### src/rtl/mul_array_arbiter.sv
// mul_array_arbiter: two-port round-robin front end for a single shared
// WIDTH x WIDTH -> 2*WIDTH array multiplier, with a one-deep registered
// result stage that supports backpressure.
// Optional feature: define MUL_ARB_SIGNED_EN to honour reqX_signed
// (two's complement operands); otherwise every operation is unsigned.

// Combinational array multiplier, exact unsigned 2*WIDTH product.
module mul_array #(
    parameter int WIDTH        = 8,
    parameter bit BEHAVIORAL   = 1'b0,
    parameter bit RIPPLE_CARRY = 1'b1
) (
    input  logic [WIDTH-1:0]   a,
    input  logic [WIDTH-1:0]   b,
    output logic [2*WIDTH-1:0] p
);
    localparam int PW = 2 * WIDTH;

    generate
        if (BEHAVIORAL) begin : g_behav
            assign p = {{WIDTH{1'b0}}, a} * {{WIDTH{1'b0}}, b};
        end else begin : g_array
            logic [PW-1:0] pp [WIDTH];
            genvar gi;
            // One shifted partial product per multiplier bit.
            for (gi = 0; gi < WIDTH; gi++) begin : g_pp
                assign pp[gi] = b[gi] ? ({{WIDTH{1'b0}}, a} << gi) : '0;
            end
            if (RIPPLE_CARRY) begin : g_ripple
                // Single linear accumulation chain over all rows.
                logic [PW-1:0] acc [WIDTH+1];
                assign acc[0] = '0;
                for (gi = 0; gi < WIDTH; gi++) begin : g_acc
                    assign acc[gi+1] = acc[gi] + pp[gi];
                end
                assign p = acc[WIDTH];
            end else begin : g_split
                // Even and odd rows accumulate in parallel, then merge,
                // halving the depth of the adder chain.
                logic [PW-1:0] ev [WIDTH+1];
                logic [PW-1:0] od [WIDTH+1];
                assign ev[0] = '0;
                assign od[0] = '0;
                for (gi = 0; gi < WIDTH; gi++) begin : g_acc
                    if (gi % 2 == 0) begin : g_even
                        assign ev[gi+1] = ev[gi] + pp[gi];
                        assign od[gi+1] = od[gi];
                    end else begin : g_odd
                        assign ev[gi+1] = ev[gi];
                        assign od[gi+1] = od[gi] + pp[gi];
                    end
                end
                assign p = ev[WIDTH] + od[WIDTH];
            end
        end
    endgenerate
endmodule

module mul_array_arbiter #(
    parameter int WIDTH        = 8,
    parameter bit BEHAVIORAL   = 1'b0,
    parameter bit RIPPLE_CARRY = 1'b1
) (
    input  logic               clk,
    input  logic               rst,
    input  logic               req0_valid,
    output logic               req0_ready,
    input  logic [WIDTH-1:0]   req0_a,
    input  logic [WIDTH-1:0]   req0_b,
    input  logic               req0_signed,
    input  logic               req1_valid,
    output logic               req1_ready,
    input  logic [WIDTH-1:0]   req1_a,
    input  logic [WIDTH-1:0]   req1_b,
    input  logic               req1_signed,
    output logic               rsp_valid,
    input  logic               rsp_ready,
    output logic               rsp_id,
    output logic [2*WIDTH-1:0] rsp_result
);
    typedef enum logic {EMPTY = 1'b0, FULL = 1'b1} state_t;

    state_t               state_reg, state_next;
    logic                 rr_ptr_reg, rr_ptr_next;
    logic                 rsp_id_reg, rsp_id_next;
    logic [2*WIDTH-1:0]   rsp_result_reg, rsp_result_next;

    logic                 can_issue, grant0, grant1, grant_any;
    logic [WIDTH-1:0]     op_a, op_b, mul_a, mul_b;
    logic [2*WIDTH-1:0]   mul_p, product;

    // Slot is free or being drained this cycle; nothing is granted in reset.
    assign can_issue = !rst && ((state_reg == EMPTY) || rsp_ready);
    assign grant0    = can_issue && req0_valid && (!req1_valid || !rr_ptr_reg);
    assign grant1    = can_issue && req1_valid && (!req0_valid ||  rr_ptr_reg);
    assign grant_any = grant0 || grant1;

    assign req0_ready = grant0;
    assign req1_ready = grant1;

    assign op_a = grant1 ? req1_a : req0_a;
    assign op_b = grant1 ? req1_b : req0_b;

`ifdef MUL_ARB_SIGNED_EN
    logic op_signed, neg_a, neg_b;
    assign op_signed = grant1 ? req1_signed : req0_signed;
    assign neg_a     = op_signed && op_a[WIDTH-1];
    assign neg_b     = op_signed && op_b[WIDTH-1];
    // Magnitudes: the most-negative value maps to its unsigned pattern, which is exact.
    assign mul_a     = neg_a ? (~op_a + WIDTH'(1)) : op_a;
    assign mul_b     = neg_b ? (~op_b + WIDTH'(1)) : op_b;
    assign product   = (neg_a ^ neg_b) ? (~mul_p + (2*WIDTH)'(1)) : mul_p;
`else
    logic unused_signed;
    assign unused_signed = req0_signed ^ req1_signed;
    assign mul_a         = op_a;
    assign mul_b         = op_b;
    assign product       = mul_p;
`endif

    mul_array #(
        .WIDTH        (WIDTH),
        .BEHAVIORAL   (BEHAVIORAL),
        .RIPPLE_CARRY (RIPPLE_CARRY)
    ) u_mul_array (
        .a (mul_a),
        .b (mul_b),
        .p (mul_p)
    );

    // Next-state: capture on grant, drain when consumed with nothing new.
    always_comb begin
        state_next      = state_reg;
        rr_ptr_next     = rr_ptr_reg;
        rsp_id_next     = rsp_id_reg;
        rsp_result_next = rsp_result_reg;
        if (grant_any) begin
            state_next      = FULL;
            rr_ptr_next     = !grant1;
            rsp_id_next     = grant1;
            rsp_result_next = product;
        end else if (rsp_ready) begin
            state_next = EMPTY;
        end
    end

    // State register with synchronous reset.
    always_ff @(posedge clk) begin
        if (rst) begin
            state_reg      <= EMPTY;
            rr_ptr_reg     <= 1'b0;
            rsp_id_reg     <= 1'b0;
            rsp_result_reg <= '0;
        end else begin
            state_reg      <= state_next;
            rr_ptr_reg     <= rr_ptr_next;
            rsp_id_reg     <= rsp_id_next;
            rsp_result_reg <= rsp_result_next;
        end
    end

    assign rsp_valid  = (state_reg == FULL);
    assign rsp_id     = rsp_id_reg;
    assign rsp_result = rsp_result_reg;
endmodule

### config.mk
export PLATFORM = sky130hd
export DESIGN_NAME = mul_array_arbiter
export DESIGN_NICKNAME = d
export VERILOG_FILES = /design/src/rtl/mul_array_arbiter.sv
export SDC_FILE = /design/constraint.sdc
export NUM_CORES = 1
export LEC_CHECK = 0
export CAP_MARGIN = 0
export CORE_UTILIZATION = 54
export DETAILED_ROUTE_END_ITERATION = 16
export PLACE_DENSITY_LB_ADDON = 0.2
export SLEW_MARGIN = 5
export SYNTH_ARGS = -nofsm -noshare
export SYNTH_HDL_FRONTEND = slang
export SYNTH_HIERARCHICAL = 1
export SYNTH_SLANG_ARGS = --single-unit
### constraint.sdc
create_clock -name clk -period 8 [get_ports clk]
set_input_delay 1.6 -clock clk [delete_from_list [all_inputs] [get_ports clk]]
set_output_delay 1.6 -clock clk [all_outputs]
set_load 0.01 [all_outputs]
# After elaboration in Yosys (flattened, before gate mapping)

Index checks and enable logic that the tools add are counted.

Logic and storage cells: 39
Output and inout port bits: 20
Input bits: 39
Register bits: 19

Multiplexer cells: 12
Reductions and logical operators: 15
Add/sub/neg operators: 7
Bitwise operators: 1

Operators with widths:

| cell                | count |
|---|---|
| $add A16 B16 Y16    | 3 |
| $mux W8             | 3 |
| $add A16 B12 Y16    | 1 |
| $add A16 B13 Y16    | 1 |
| $add A16 B14 Y16    | 1 |
| $add A16 B15 Y16    | 1 |
| $mux W15            | 1 |
| $mux W14            | 1 |
| $mux W13            | 1 |
| $mux W12            | 1 |
| $mux W11            | 1 |
| $mux W10            | 1 |
| $mux W9             | 1 |
| $logic_and A1 B1 Y1 | 5 |
| $logic_not A1 Y1    | 5 |
| $logic_or A1 B1 Y1  | 4 |
| $mux W1             | 2 |
| $reduce_bool A2 Y1  | 1 |
| $not A1 Y1          | 1 |

# Depth between registers and ports, before layout

Gate-level depths: netlist (run 1).

Word-level depth: 14
Depth in mapped cells: 27
Gate-level depth less buffers: 25

# Modules after synthesis

The synthesis (run 1) kept the hierarchy.

Modules (own cells, without submodules):

| module            | cells an instance | area each (sq um) | instances |
|---|---|---|---|
| mul_array         | 225               | 1980.6            | 1 |
| mul_array_arbiter | 108               | 1024.7            | 1 |

# Least setup slack after synthesis (run 1)

OpenSTA, ideal clock, no wires.

Path type: in2reg
Start: input port rsp_ready
End: register rsp_result_reg[15], in the netlist rsp_result[15]
Slack: 778 ps
Arrival: 7163 ps
Stages on the path: 25
Path through: nand2b_2 > buf_6 > nand4_4 > buf_6 > mux2_4 > and2_1 > ha_1 > a211oi_1 > nor2_1 > o21ai_0 > nor2b_1 > xor2_1 > fa_1 > fa_1 > fa_1 > fa_1 > inv_1 > ha_1 > a21o_1 > a2111oi_4 > o21ai_2 > a21oi_2 > xnor2_1 > nand4_1 > nand2_1

Longest elaborated chain between the ends: 13

RTL lines:

| item                              | RTL line | source |
|---|---|---|
| start: declaration                | 77       | `input logic rsp_ready,` |
| $logic_or A1 B1 Y1                | 93       | `assign can_issue = !rst && ((state_reg == EMPTY) \|\| rsp_ready);` |
| $logic_and A1 B1 Y1               | 93       |  |
| $logic_and A1 B1 Y1 (2 in series) | 95       | `assign grant1 = can_issue && req1_valid && (!req0_valid \|\| rr_ptr_reg);` |
| $mux W8                           | 102      | `assign op_b = grant1 ? req1_b : req0_b;` |
| via mul_b[0]                      | 89       | `logic [WIDTH-1:0] op_a, op_b, mul_a, mul_b;` |
| $mux W8                           | 27       | `assign pp[gi] = b[gi] ? ({{WIDTH{1'b0}}, a} << gi) : '0;` |
| $add A16 B16 Y16 (3 in series)    | 34       | `assign acc[gi+1] = acc[gi] + pp[gi];` |
| $add A16 B12 Y16                  | 34       |  |
| $add A16 B13 Y16                  | 34       |  |
| $add A16 B14 Y16                  | 34       |  |
| $add A16 B15 Y16                  | 34       |  |
| via mul_p[15]                     | 90       | `logic [2*WIDTH-1:0] mul_p, product;` |
| end signal: assignment            | 158      | `rsp_result_reg <= rsp_result_next;` |
| end: declaration                  | 86       | `logic [2*WIDTH-1:0] rsp_result_reg, rsp_result_next;` |

The timed path passes the listed nets, and every way through them passes these cells.
A chain may end at the register's enable or synchronous reset.

# Worst setup path in the final report (run 1)

Start: input port rsp_ready
End: register rsp_result_reg[13], in the netlist rsp_result[13]

Longest elaborated chain between the ends: 13

RTL lines:

| item                                      | RTL line | source |
|---|---|---|
| $logic_or A1 B1 Y1 (*)                    | 93       |  |
| $logic_and A1 B1 Y1 (*)                   | 93       |  |
| $logic_and A1 B1 Y1 (*) (2 in series)     | 95       |  |
| $mux W8 (*)                               | 101      | `assign op_a = grant1 ? req1_a : req0_a;` |
| via mul_a[4]                              | 89       |  |
| $mux W8 / $mux W9 (equally long branches) | 27       |  |
| $add A16 B16 Y16 (3 in series)            | 34       |  |
| $add A16 B12 Y16                          | 34       |  |
| $add A16 B13 Y16                          | 34       |  |
| $add A16 B14 Y16                          | 34       |  |
| $add A16 B15 Y16 (*)                      | 34       |  |
| via mul_p[13]                             | 90       |  |

The timed path passes the listed nets; every way through them passes the cells marked *.

==> flow_summary.yaml, run 1 <==
run_status:
  outcome: "finished clean"
logic_synthesis:
  yosysTopAreaCell: "fa_1"
  syn_avg_cell_area_um2: 9.03
  synth.top_cell.area_share_pct: 22.6
  ys_warn_count: 6
  synth_ff_type: "dfxtp_1"
  ys_seq_elements: 19
  synthAdderAreaFrac_pct: 36.8
  synth_fp_nets: 440
  synth-compound-area-share_pct: 11.4
  synthArstFlopShare_pct: 0
  ys_types: 44
  synthMuxAreaShare_pct: 6.87
  syn_area_um2: 3010
  synth_most_common_cell: "nand2_1"
  synthCells: 333
  yosysSeqAreaShare_pct: 12.7
  synth_area_leaders: "fa_1, ha_1, dfxtp_1, and2_1, nand2_1"
  synth_top_family_by_area: "adder cells"
  synth-edff-count: 0
  synthXorXnorAreaFrac_pct: 4.08
  yosys.area_share.simple_pct: 21.3
  yosys-top-cells-count: "nand2_1, inv_1, fa_1, ha_1, and2_1"
pwr:
  p_seq_share_pct: 15.0
  power.share.combinational_pct: 77.4
  p_switching_w: 0.000396
  swShare_pct: 44.9
  powerDensity_nw_per_um2: 237
  p_int_w: 0.000486
  power.share.clock_pct: 7.6
  p_leak_nw: 1.84
  peakVddDrop_uv: 149
grt:
  grt_util_all_layers_pct: 24.6
  grt_pass1_wl_mm: 11.6
  grt_antenna_before_repair: 0
  grt_pass1_vias: 2581
  grt_max_degree: 36
  overflow: 0
placed_design:
  globalplace.congestion: 0.856
  hpwl_mm: 5.50
  io_buffer_count: 56
  dpl.cell_count: 457
route:
  wl_per_cell_um: 14.3
  first_iter_violations: 182
  via_count: 2570
  firstDrtPassIters: 4
  vias_per_cell: 5.54
  wl_mm: 6.66
  drc_errors: 0
  ant_nets: 0
die:
  die_w_um: 76.6
  initial_core_util_pct: 57.4
  num_rows: 26
  io-pin-count: 59
  dieArea_um2: 5870
  core-area_um2: 5240
  die_y_um: 76.6
final_layout:
  fin_util_pct: 71.2
  antenna_cells: 0
  fin_cells: 464
  nFillCells: 418
  largest_register_ffs: 16
  drive_gt1_share_pct: 11.2
  area_delta_synth_final_pct: 24.1
  final_nets: 502
timing:
  fin_skew_ps: 1.12
  slew_violations: 0
  relSlewSlack_pct: 27.0
  worst_pin_slew_ps: 1090
  period_needed_ps: 7620
  setup_viol: 0
  fin_crit_sh_pct: 95.2
  finalHoldViolCount: 0
  max_freq_mhz: 131
flow_run:
  cap_violations: 0
setup_path:
  worst_setup_path_end_kind: "flip-flop"
  critPathArrivalTime_ps: 7820
  crit_fanout: 9
  startpoint_type: "input port"
  critical_path_required_ps: 8200
  critPathKind: "in -> reg"
clock_network:
  cts_buffers: 3
  cts_max_level: 1
  root_buffer: "clkbuf_8"
  insertion_delay_ps: 250
  cts_hold_buffers: 0
  cts_sinks: 19
  cts_tree: "yes"
  path_clk_slew_ps: 70
  clock_path_buffers: 2
hold_path:
  min_path_type: "reg -> reg"
==> routing by layer <==
| metal | global-route usage (%) | vias to the layer above | wire, um |
|---|---|---|---|
| met3 | 2.87 | 12 | 339 |
| li1 | - | 1239 | - |
| met5 | 0 | - | 0 |
| met4 | 4.23 | 0 | 78 |
| met2 | 42.5 | 89 | 3350 |
| met1 | 33.4 | 1230 | 2890 |
==> critical path: stages <==
cell             delay [ps]
clkdlybuf4s50_1         410
nand2b_2                210
nand4_4                 170
buf_4                   220
mux2_2                  360
and2_1                  170
ha_1                    330
o21ai_0                  90
nor2_1                   80
o21ai_1                 180
nor2b_1                 180
xor2_1                  190
fa_1                    450
fa_1                    410
fa_1                    500
fa_1                    620
inv_1                    60
ha_1                    280
a21o_1                  220
a2111oi_4               480
o21bai_2                100
a21oi_2                 180
xnor2_1                 140
nand4_1                 100
nand2_1                  80
==> path summary, 6_finish.rpt <==
kind / startpoint / to / slack [ps] / depth (start not counted)
hold reg to reg: rsp_id / rsp_id / 470 / 2
setup reg to reg: rr_ptr_reg / rsp_result[13] / 1840 / 23
hold / removal: rsp_id / rsp_id / 470 / 2
setup / recovery: rsp_ready / rsp_result[13] / 380 / 25
==> power groups by stage <==
stage | logic [W] | registers, W | clock network [W]
6_report | 0.000683 | 0.000132 | 0.0000671
5_1_grt | 0.000768 | 0.000135 | 0.0000725
4_1_cts | 0.000681 | 0.000132 | 0.0000682
3_5_place_dp | 0.000678 | 0.000134 | 0
3_3_place_gp | 0.000657 | 0.000134 | 0
2_1_floorplan | 0.000487 | 0.000144 | 0
==> metrics by stage <==
step                      setup TNS [ps]  hold slack (ps)  power [W]  worst slack [ps]  cell area [um^2]
after floorplan                        0              480   0.000631               778              3010
after global placement                 0              460   0.000790               112              3660
after detailed placement               0              468   0.000812              24.4              3660
after CTS                              0              481   0.000882               274              3710
after global routing               -3.98              512   0.000975             -3.98              3730
final                                  0              470   0.000882               384              3730
==> kinds of logic after synthesis <==
family / count (synthesis)
mux: 16
simple gates: 122
compound gates: 44
fa+ha+maj: 68
xor+xnor: 14
buf+inv: 50
flops: 19
==> placed cells by master (no fill, tap or decap), types with 3 or more instances in the layout <==
cell | Yosys | layout
clkdlybuf4s50_1 | 0 | 56
nand2_1 | 52 | 52
inv_1 | 38 | 38
fa_1 | 34 | 34
ha_1 | 34 | 34
and2_1 | 32 | 32
dfxtp_1 | 19 | 19
nand4_1 | 16 | 16
o211ai_1 | 16 | 16
buf_4 | 0 | 12
xnor2_1 | 11 | 11
mux2_2 | 9 | 9
mux2_4 | 7 | 7
nor2_1 | 7 | 7
a21oi_1 | 7 | 7
a21o_1 | 5 | 5
o21ai_0 | 4 | 3
clkbuf_8 | 0 | 3
xor2_1 | 3 | 3
==> what timing repair did <==
action,CTS,global route
endpoints found under the setup margin,0,2
resized for setup,0,1
endpoints found under the hold margin,0,0
buffers inserted,0,3
==> layout make-up <==
cell class	count	area, um^2	area share, %
Sequential cell	19	380	10.2
Tap cell	70	87.6	2.35
Multi-Input combinational cell	264	2420	64.8
Clock buffer	3	41.3	1.11
Timing Repair Buffer	68	651	17.4
Clock inverter	1	5.00	0.134
Inverter	39	146	3.92
(Power assumes the default switching activity.)
==> inputs of run 2 (changes only) <==
--- a/config.mk
+++ b/config.mk
@@ -6,9 +6,12 @@
 export NUM_CORES = 1
 export LEC_CHECK = 0
 export CAP_MARGIN = 0
+export CORE_MARGIN = 4
 export CORE_UTILIZATION = 54
+export CTS_CLUSTER_DIAMETER = 200
 export DETAILED_ROUTE_END_ITERATION = 16
 export PLACE_DENSITY_LB_ADDON = 0.2
+export REMOVE_ABC_BUFFERS = 1
 export SLEW_MARGIN = 5
 export SYNTH_ARGS = -nofsm -noshare
 export SYNTH_HDL_FRONTEND = slang
==> flow_summary.yaml, run 2 (synthesized netlist as in run 1, its figures left out) <==
clock_network:
  cts_max_level: 1
  insertion_delay_ps: 260
  cts_hold_buffers: 0
  cts_buffers: 3
  clock_path_buffers: 2
  cts_sinks: 19
  cts_tree: "yes"
  root_buffer: "clkbuf_8"
  cts_setup_buffers: 0
  cts_resized: 0
  path_clk_slew_ps: 70
timing:
  setup_tns_ps: 0
  rsz0062_at_grt: "no"
  setup_viol: 0
  fin_skew_ps: 11.4
  period_needed_ps: 7630
  fin_crit_sh_pct: 95.4
  finalHoldViolCount: 0
  worst_pin_slew_ps: 1120
  max_freq_mhz: 131
  slew_violations: 0
  relSlewSlack_pct: 25.4
final_layout:
  antenna_cells: 0
  final_nets: 503
  largest_register_ffs: 16
  nFillCells: 424
  mostFrequentLayoutCells: "clkdlybuf4s50_1, nand2_1, inv_1"
  area_delta_synth_final_pct: 24.4
  fin_util_pct: 71.4
  final_common_cell: "clkdlybuf4s50_1"
  drive_gt1_share_pct: 11.4
pwr:
  p_seq_share_pct: 15.4
  finalPower_w: 0.000860
  swShare_pct: 44.6
  power.share.clock_pct: 7.9
  p_leak_nw: 1.85
  peakVddDrop_uv: 170
  p_switching_w: 0.000383
  p_int_w: 0.000476
  powerDensity_nw_per_um2: 230
  power.share.combinational_pct: 76.7
run_status:
  outcome: "finished clean"
grt:
  overflow: 0
  grtUsageMet3_pct: 2.60
  grt_pass1_wl_mm: 10.9
  use_met1_pct: 27.1
  grt-busiest-layer: "met2"
  grt_antenna_before_repair: 0
  grt_util_all_layers_pct: 20.3
  grt_pass1_vias: 2461
  grt_max_degree: 36
  use_met2_pct: 36.4
die:
  io-pin-count: 59
  die_w_um: 82.6
  num_rows: 26
  initial_core_util_pct: 57.4
  dieArea_um2: 6820
  core-area_um2: 5240
  die_y_um: 82.6
setup_path:
  worst_setup_path_end_kind: "flip-flop"
  rr_worst_depth: 23
  critical_path_required_ps: 8200
  crit_start: "rsp_ready"
  critPathArrivalTime_ps: 7830
  startpoint_type: "input port"
  critPathKind: "in -> reg"
  crit_fanout: 11
  regToRegStartpoint: "rr_ptr_reg"
flow_run:
  cap_violations: 0
route:
  drc_errors: 0
  first_iter_violations: 133
  wl_per_cell_um: 14.7
  via_count: 2559
  wl_mm: 6.84
  firstDrtPassIters: 4
  ant_nets: 0
  vias_per_cell: 5.50
placed_design:
  io_buffer_count: 56
  hpwl_mm: 5.52
  globalplace.congestion: 0.851
hold_path:
  worstHoldStart: "rsp_id"
  min_path_type: "reg -> reg"
  hold_depth: 2
==> run 2: path summary, 6_finish.rpt <==
check / slack (ps) / endpoint
worst max-delay path: 370 / rsp_result[15]
worst min-delay path: 460 / rsp_id
worst max register to register: 1790 / rsp_result[15]
worst min register to register: 460 / rsp_id
==> run 2: layer usage <==
layer | vias to the layer above | share of wire [%] | wire length [um]
met3 | 4 | 3.5 | 236
met4 | 0 | 0.35 | 24
met2 | 45 | 54 | 3700
met1 | 1268 | 42 | 2880
met5 | - | 0 | 0
li1 | 1242 | - | -
==> run 2: area by class of cell <==
| cell class | instances | area, um^2 | area share (%) |
|---|---|---|---|
| repair buffers | 69 | 658 | 17.6 |
| clock inverters | 1 | 5.00 | 0.134 |
| inverters | 39 | 146 | 3.92 |
| well taps | 70 | 87.6 | 2.34 |
| flip-flops and latches | 19 | 380 | 10.2 |
| multi-input cells | 264 | 2420 | 64.7 |
| clock buffers | 3 | 41.3 | 1.10 |
==> run 2: power groups by stage <==
stage	clock [W]	combinational (W)	sequential, W
global route	0.0000728	0.000750	0.000135
finish	0.0000679	0.000660	0.000132
CTS	0.0000672	0.000667	0.000132
floorplan	0	0.000484	0.000144
detailed placement	0	0.000664	0.000134
global placement	0	0.000641	0.000133
==> run 2: critical path: stages <==
cell and delay (ps):
clkdlybuf4s50_1 460, nand2b_2 140, nand4_4 230, mux2_4 410
and2_1 200, ha_1 320, a211oi_1 210, nor2_1 100
o21ai_0 210, nor2b_1 190, xor2_1 220, fa_1 460
fa_1 400, fa_1 500, fa_1 600, inv_1 60
ha_1 290, a21o_1 220, a2111oi_4 420, o21ai_2 120
a21oi_2 160, xnor2_1 140, nand4_1 100, nand2_1 70
==> run 2: stage by stage <==
stage                     worst slack (ps)  std cells  cell area, um^2  hold WS [ps]
after floorplan                        626        322             2950           480
after global placement                 107        456             3650           453
after detailed placement              1.86        456             3650           458
after CTS                              253        460             3700           469
after global routing                  34.6        465             3740           518
final                                  367        465             3740           464
==> inputs of run 3 (changes only) <==
--- a/config.mk
+++ b/config.mk
@@ -12,6 +12,7 @@
 export DETAILED_ROUTE_END_ITERATION = 16
 export PLACE_DENSITY_LB_ADDON = 0.2
 export REMOVE_ABC_BUFFERS = 1
+export SKIP_CTS_REPAIR_TIMING = 1
 export SLEW_MARGIN = 5
 export SYNTH_ARGS = -nofsm -noshare
 export SYNTH_HDL_FRONTEND = slang
==> results of run 3 <==
No change in the layout: final DEF, timing and power equal those of run 2.
